==> src/rtl/ramio_bist.sv <==
// Memory self-test master: writes seed + i*PATTERN_STEP to word_count words from base_addr via RAMIO, then reads back and compares.
// All outputs are registered, so enable drops for exactly one cycle between transactions; each wait is bounded by TIMEOUT_CYCLES.
module ramio_bist #(
  parameter int          COUNT_BITWIDTH = 16,
  parameter int          TIMEOUT_CYCLES = 1024,
  parameter logic [31:0] PATTERN_STEP   = 32'h9E37_79B9
) (
  input  logic                      clk,
  input  logic                      rst,
  input  logic                      start,
  input  logic [31:0]               base_addr,
  input  logic [COUNT_BITWIDTH-1:0] word_count,
  input  logic [31:0]               seed,
  output logic                      running,
  output logic                      done,
  output logic                      pass,
  output logic                      timeout,
  output logic [COUNT_BITWIDTH-1:0] error_count,
  output logic [31:0]               first_fail_addr,
  output logic                      enable,
  output logic [1:0]                write_type,
  output logic [2:0]                read_type,
  output logic [31:0]               address,
  output logic [31:0]               data_in,
  input  logic [31:0]               data_out,
  input  logic                      data_out_ready,
  input  logic                      busy
);

  localparam int TW = $clog2(TIMEOUT_CYCLES + 1);

  typedef enum logic [2:0] {IDLE, WR_ISSUE, WR_WAIT, RD_ISSUE, RD_WAIT, DONE} state_t;

  state_t                    state;
  logic [31:0]               base_q;
  logic [31:0]               seed_q;
  logic [COUNT_BITWIDTH-1:0] count_q;
  logic [COUNT_BITWIDTH-1:0] idx;
  logic [31:0]               pat;
  logic [31:0]               cur_addr;
  logic [TW-1:0]             wait_cnt;

  logic last_word;
  logic mismatch;
  logic wait_expired;

  assign last_word    = (idx == count_q - 1'b1);
  assign mismatch     = (data_out != pat);
  assign wait_expired = (wait_cnt == TW'(TIMEOUT_CYCLES - 1));

  always_ff @(posedge clk) begin
    if (rst) begin
      state           <= IDLE;
      base_q          <= '0;
      seed_q          <= '0;
      count_q         <= '0;
      idx             <= '0;
      pat             <= '0;
      cur_addr        <= '0;
      wait_cnt        <= '0;
      running         <= 1'b0;
      done            <= 1'b0;
      pass            <= 1'b0;
      timeout         <= 1'b0;
      error_count     <= '0;
      first_fail_addr <= '0;
      enable          <= 1'b0;
      write_type      <= 2'b00;
      read_type       <= 3'b000;
      address         <= '0;
      data_in         <= '0;
    end else begin
      case (state)
        IDLE, DONE: begin
          if (start) begin
            base_q          <= {base_addr[31:2], 2'b00};
            cur_addr        <= {base_addr[31:2], 2'b00};
            seed_q          <= seed;
            pat             <= seed;
            count_q         <= word_count;
            idx             <= '0;
            timeout         <= 1'b0;
            error_count     <= '0;
            first_fail_addr <= '0;
            if (word_count == '0) begin
              state   <= DONE;
              done    <= 1'b1;
              pass    <= 1'b1;
            end else begin
              state   <= WR_ISSUE;
              done    <= 1'b0;
              pass    <= 1'b0;
              running <= 1'b1;
            end
          end
        end

        WR_ISSUE: begin
          enable     <= 1'b1;
          write_type <= 2'b11;
          address    <= cur_addr;
          data_in    <= pat;
          wait_cnt   <= '0;
          state      <= WR_WAIT;
        end

        WR_WAIT: begin
          if (!busy) begin
            enable     <= 1'b0;
            write_type <= 2'b00;
            address    <= '0;
            data_in    <= '0;
            if (last_word) begin
              idx      <= '0;
              cur_addr <= base_q;
              pat      <= seed_q;
              state    <= RD_ISSUE;
            end else begin
              idx      <= idx + 1'b1;
              cur_addr <= cur_addr + 32'd4;
              pat      <= pat + PATTERN_STEP;
              state    <= WR_ISSUE;
            end
          end else if (wait_expired) begin
            enable     <= 1'b0;
            write_type <= 2'b00;
            address    <= '0;
            data_in    <= '0;
            running    <= 1'b0;
            done       <= 1'b1;
            pass       <= 1'b0;
            timeout    <= 1'b1;
            state      <= DONE;
          end else begin
            wait_cnt <= wait_cnt + 1'b1;
          end
        end

        RD_ISSUE: begin
          enable    <= 1'b1;
          read_type <= 3'b111;
          address   <= cur_addr;
          wait_cnt  <= '0;
          state     <= RD_WAIT;
        end

        RD_WAIT: begin
          if (data_out_ready) begin
            enable    <= 1'b0;
            read_type <= 3'b000;
            address   <= '0;
            if (mismatch) begin
              if (!(&error_count)) error_count <= error_count + 1'b1;
              // error_count never returns to zero, so this captures only the first miss
              if (error_count == '0) first_fail_addr <= address;
            end
            if (last_word) begin
              running <= 1'b0;
              done    <= 1'b1;
              pass    <= !mismatch && (error_count == '0);
              state   <= DONE;
            end else begin
              idx      <= idx + 1'b1;
              cur_addr <= cur_addr + 32'd4;
              pat      <= pat + PATTERN_STEP;
              state    <= RD_ISSUE;
            end
          end else if (wait_expired) begin
            enable    <= 1'b0;
            read_type <= 3'b000;
            address   <= '0;
            running   <= 1'b0;
            done      <= 1'b1;
            pass      <= 1'b0;
            timeout   <= 1'b1;
            state     <= DONE;
          end else begin
            wait_cnt <= wait_cnt + 1'b1;
          end
        end

        default: state <= IDLE;
      endcase
    end
  end

endmodule

==> config.mk <==
export PLATFORM = sky130hd
export DESIGN_NAME = ramio_bist
export DESIGN_NICKNAME = d
export VERILOG_FILES = /design/src/rtl/ramio_bist.sv
export SDC_FILE = /design/constraint.sdc
export NUM_CORES = 1
export LEC_CHECK = 0
export ABC_CLOCK_PERIOD_IN_PS = 7900
export CORE_ASPECT_RATIO = 0.9
export CORE_MARGIN = 1
export CORE_UTILIZATION = 55
export CTS_CLUSTER_DIAMETER = 120
export DETAILED_ROUTE_END_ITERATION = 7
export PLACE_DENSITY = 0.82
export SKIP_LAST_GASP = 1
export SLEW_MARGIN = 20
export SYNTH_ARGS = -nofsm -noshare
export SYNTH_HDL_FRONTEND = slang
export SYNTH_SLANG_ARGS = --single-unit
==> constraint.sdc <==
create_clock -name clk -period 7.9 [get_ports clk]
set_input_delay 1.58 -clock clk [delete_from_list [all_inputs] [get_ports clk]]
set_output_delay 1.58 -clock clk [all_outputs]
set_load 0.02 [all_outputs]
Yosys cells after proc, flatten, opt, wreduce, memory -nomap -nowiden
Index checks and enable logic that the tools add are counted.
{"block": "word_totals", "reg_bits": 294, "inputBits": 117, "output_inout_bits": 122, "elab_cells": 149}
{"block": "op_classes", "addsub": 6, "eq_ne": 21, "mux": 80, "reduce_logical": 23}
{"op": "2-to-1 mux 32 bit", "count": 19}
{"op": "one-hot mux 32 bit (3 select lines)", "count": 3}
{"op": "2-to-1 mux 16 bit", "count": 8}
{"op": "one-hot mux 32 bit (2 select lines)", "count": 2}
{"op": "one-hot mux 16 bit (3 select lines)", "count": 1}
{"op": "2-to-1 mux 11 bit", "count": 3}
{"op": "one-hot mux 11 bit (3 select lines)", "count": 1}
{"op": "adder 16 x 1 -> 16 bit (second input constant)", "count": 2}
{"op": "adder 32 x 3 -> 32 bit (second input constant)", "count": 1}
{"op": "adder 32 bit (second input constant)", "count": 1}
{"op": "logical NOT 16 bit", "count": 2}
{"op": "!= test 32 bit", "count": 1}
{"op": "one-hot mux 16 bit (2 select lines)", "count": 1}
{"op": "2-to-1 mux 3 bit", "count": 8}
{"op": "2-to-1 mux 1 bit", "count": 23}
{"op": "!= test 2 bit (second input constant)", "count": 10}
{"op": "AND reduction 5 bit", "count": 4}
{"op": "equality test 16 bit", "count": 1}
{"op": "AND reduction 16 bit", "count": 1}
{"op": "subtractor 16 x 1 -> 16 bit (second input constant)", "count": 1}
{"op": "one-hot mux 1 bit (3 select lines)", "count": 5}
{"op": "one-hot mux 3 bit (5 select lines)", "count": 1}
{"op": "adder 11 x 1 -> 11 bit (second input constant)", "count": 1}
{"op": "equality test 11 x 10 -> 1 bit (second input constant)", "count": 1}
{"op": "16 further kinds", "count": 29}

Depth between registers and ports, before layout
{"block": "logic_depth", "depth_word": 6, "depth_mapped": 14, "mapped_depth_nobuf": 11}

Worst setup path after synthesis
Ideal clock, no wire load.
{"block": "synth_timing", "path_type": "input port to flip-flop", "from": "in data_out[22]", "to": "reg first_fail_addr[10]", "setup_time_ps": 60, "t_arrival_ps": 3364, "required_time_ps": 7840, "path_slack_ps": 4477, "stages": 10, "path_buffers": 1, "path_cell_list": "xor2_1 -> nor4_1 -> nand4_1 -> o211ai_1 -> nand2_1 -> a21boi_0 -> nor2_1 -> nor2_1 -> clkbuf_1 -> a22o_1"}
{"block": "synth_between", "elab_chain_len": 3}
{"element": "start, declared", "line_no": "25", "text": "input logic [31:0] data_out,"}
{"element": "!= test 32 bit", "line_no": "48", "text": "assign mismatch = (data_out != pat);"}
{"element": "!= test 2 bit (no source line)"}
{"element": "AND reduction 5 bit (no source line)"}
{"element": "end signal, assigned", "line_no": "155", "text": "if (error_count == '0) first_fail_addr <= address;"}
{"element": "end, declared", "line_no": "19", "text": "output logic [31:0] first_fail_addr,"}
Every way passes these cells.
A chain may end at the register's enable or synchronous reset.

Worst setup path in the final report
{"block": "layout_timing", "from": "in data_out[6]", "to": "reg first_fail_addr[18]"}
The elaborated chain is that of the path after synthesis.

==> flow_summary.json <==
{
  "status": "completed",
  "fin_ws_ns": 3.67,
  "synth.top_cells.by_count": "dfxtp_1, nand2_1, nor2_1, a21oi_1, clkbuf_1",
  "synth_top_area_share_pct": 41.6,
  "rsz0062_at_grt": "false",
  "finClkSkew_ns": 0.0179,
  "path_delay_family": "simple AND/OR/NAND/NOR gates",
  "cts.sinks": 289,
  "synthTopCellsByArea": "dfxtp_1, nand2_1, a21oi_1",
  "nets": 1977,
  "grt_pass1_vias": 13300,
  "htreeDepth": 1,
  "path_class": "in -> reg",
  "cts_resized": 0,
  "cts_made_buffers": 30,
  "setup_tns_ns": 0,
  "p_leak_uw": 0.00620,
  "core-area_um2": 24500,
  "drt_iter0_drc": 1384,
  "timing.final.crit_share_pct": 53.6,
  "area_growth_pct": 25.4,
  "pre_cts_slack_ns": 2.95,
  "syn_nets": 1836,
  "ctsHoldBuffers": 0,
  "slowest_delay_ns": 0.51,
  "routed_wl_um": 42400,
  "ys_seq_elements": 289,
  "synth.most_common_cell": "dfxtp_1",
  "drtAntennaViolNets": 0,
  "num_vias": 13900,
  "yosysTopAreaCell": "dfxtp_1",
  "report.final.slew_viol_count": 0,
  "synth_edf_count": 0,
  "yosys.cell_types.count": 76,
  "clk_pin_slew_ns": 0.06,
  "post_drt_wl_per_cell_um": 19.1,
  "worstPathCellList": "clkdlybuf4s50_1, xor2_1, nor4_1, nand4_1, o211ai_1, nand2_1, a21boi_0, nor2_1, nor2_2, buf_4, a22o_1",
  "clockBufferDepth": 3,
  "insertion_delay_ns": 0.56,
  "slowest_stage": "a21boi_0",
  "timing.hold.ws_ns": 0.454,
  "peakVddDrop_mv": 0.159,
  "cp.arrival_ns": 4.73,
  "cts-root-buf": "clkbuf_16",
  "grtUsageTotal_pct": 32.1,
  "power_uw": 3790,
  "synth_flop_cell": "dfxtp_1",
  "fp.dieH_um": 153,
  "ys_warn_count": 0,
  "syn-instance-count": 1712,
  "place.gp.congestion": 0.875,
  "setup_violations": 0,
  "syn_area_per_cell_um2": 8.12,
  "postCtsSetupBuffers": 0,
  "hp-class": "reg -> reg",
  "clock.fmax_mhz": 236,
  "required_ns": 8.39,
  "finalHoldViolCount": 0,
  "power_density_nw_per_um2": 217,
  "syn-cell-area_um2": 13900,
  "period_minus_slack_ns": 4.23,
  "endpoint_kind": "register",
  "critPathBufInv": 2,
  "seq_area_frac_synth_pct": 41.6,
  "slew_headroom_pct": 26.1,
  "floorplan.rows": 54,
  "start_util_pct": 56.7,
  "fp.dieW_um": 170,
  "n_fill_cell": 1883,
  "tritoncts": "done",
  "fin_util_pct": 71.1,
  "first_pass_iters": 6,
  "hpwl_um": 27600,
  "drc": 0,
  "cap_violations": 0,
  "tightest_slew_ns": 1.11,
  "dieArea_um2": 25900,
  "antenna_found_initial": 5,
  "cp-start-kind": "primary input",
  "grt_overflow": 0,
  "worstPathMaxFanout": 30,
  "ioPinCount": 239,
  "port_buffers": 236,
  "via_per_inst": 6.27,
  "drive_gt1_share_pct": 5.38,
  "async_flop_share_pct": 0,
  "grt_pass1_wl_um": 68000,
  "grt_max_degree": 119
}
## cells by family (layout without fill, tap and decap cells)
kind of cell	after synthesis	after routing	share of synthesized area, %
AND/OR/NAND/NOR	649	649	21.7
AO/OA/AOI/OAI	498	498	24.8
flip-flops	289	289	41.6
buffers and inverters	175	340	5.25
XOR/XNOR	84	84	5.29
multiplexers	10	10	0.747
adder cells (fa/ha/maj)	7	7	0.630
other	0	3	0
## tightest hold or removal path, stage by stage (launching register included)
cell and delay (ns):
dfxtp_1 0.31, nand2_1 0.05, a21oi_1 0.05
## final cells by class
class                   count  area [um^2]  share of cell area, %
inverters                  32          120                  0.689
flip-flops and latches    289         5790                   33.2
repair buffers            252         2480                   14.2
clock buffers              36          825                   4.73
well taps                 336          420                   2.41
diodes                      3         7.51                 0.0431
clock inverters            20          330                   1.90
multi-input cells        1248         7460                   42.8
## registers in the layout, summed over array words and instances, names as in the netlist, 3 cells and up
register	cells
pat	32
address	32
data_in	32
state	3
wait_cnt	11
idx	16
seed_q	32
base_q	30
first_fail_addr	32
cur_addr	30
count_q	16
error_count	16
## per-stage QoR
stage / std cells / area, um^2
finish: 2216 / 17400
global route: 2215 / 17400
CTS: 2213 / 17400
detailed placement: 2157 / 16300
global placement: 2157 / 16300
floorplan: 1712 / 13900
## final timing paths
| path | from | to | slack [ns] | cells past startpoint |
|---|---|---|---|---|
| setup / recovery | data_out[6] | first_fail_addr[18] | 3.67 | 11 |
| hold reg to reg | seed_q[27] | seed_q[27] | 0.45 | 2 |
| hold / removal | seed_q[27] | seed_q[27] | 0.45 | 2 |
| setup reg to reg | count_q[2] | pat[20] | 3.71 | 10 |
## power by group
group | internal (uW) | total [uW] | switching (uW)
clock | 1010 | 1630 | 618
combinational | 222 | 543 | 322
sequential | 1530 | 1620 | 90.1
total | 2760 | 3790 | 1030
## cells in the final DEF (no fill, tap or decap), types with 15 or more instances in the layout
master / n
and3_1: 25
buf_4: 16
a22oi_1: 80
o32ai_1: 22
clkdlybuf4s50_1: 235
o21ai_0: 42
nor4_1: 23
dfxtp_1: 289
a21oi_1: 157
inv_1: 32
a22o_1: 41
nand3_1: 43
nand4_1: 22
nand2_1: 235
nor2_1: 167
clkbuf_16: 31
nor3_1: 40
a31oi_1: 23
a221oi_1: 19
xnor2_1: 30
a222oi_1: 15
xor2_1: 54
## layer usage
metal  share of wire [%]  global-route usage, %  vias to the layer above
li1                    -                      -                     6503
met1                  41                   42.1                     6614
met2                  47                   52.1                      668
met3                 9.2                   5.82                      100
met4                 2.9                   12.4                        2
met5               0.031                      0                        -
Power figures use the tool's default switching activity.
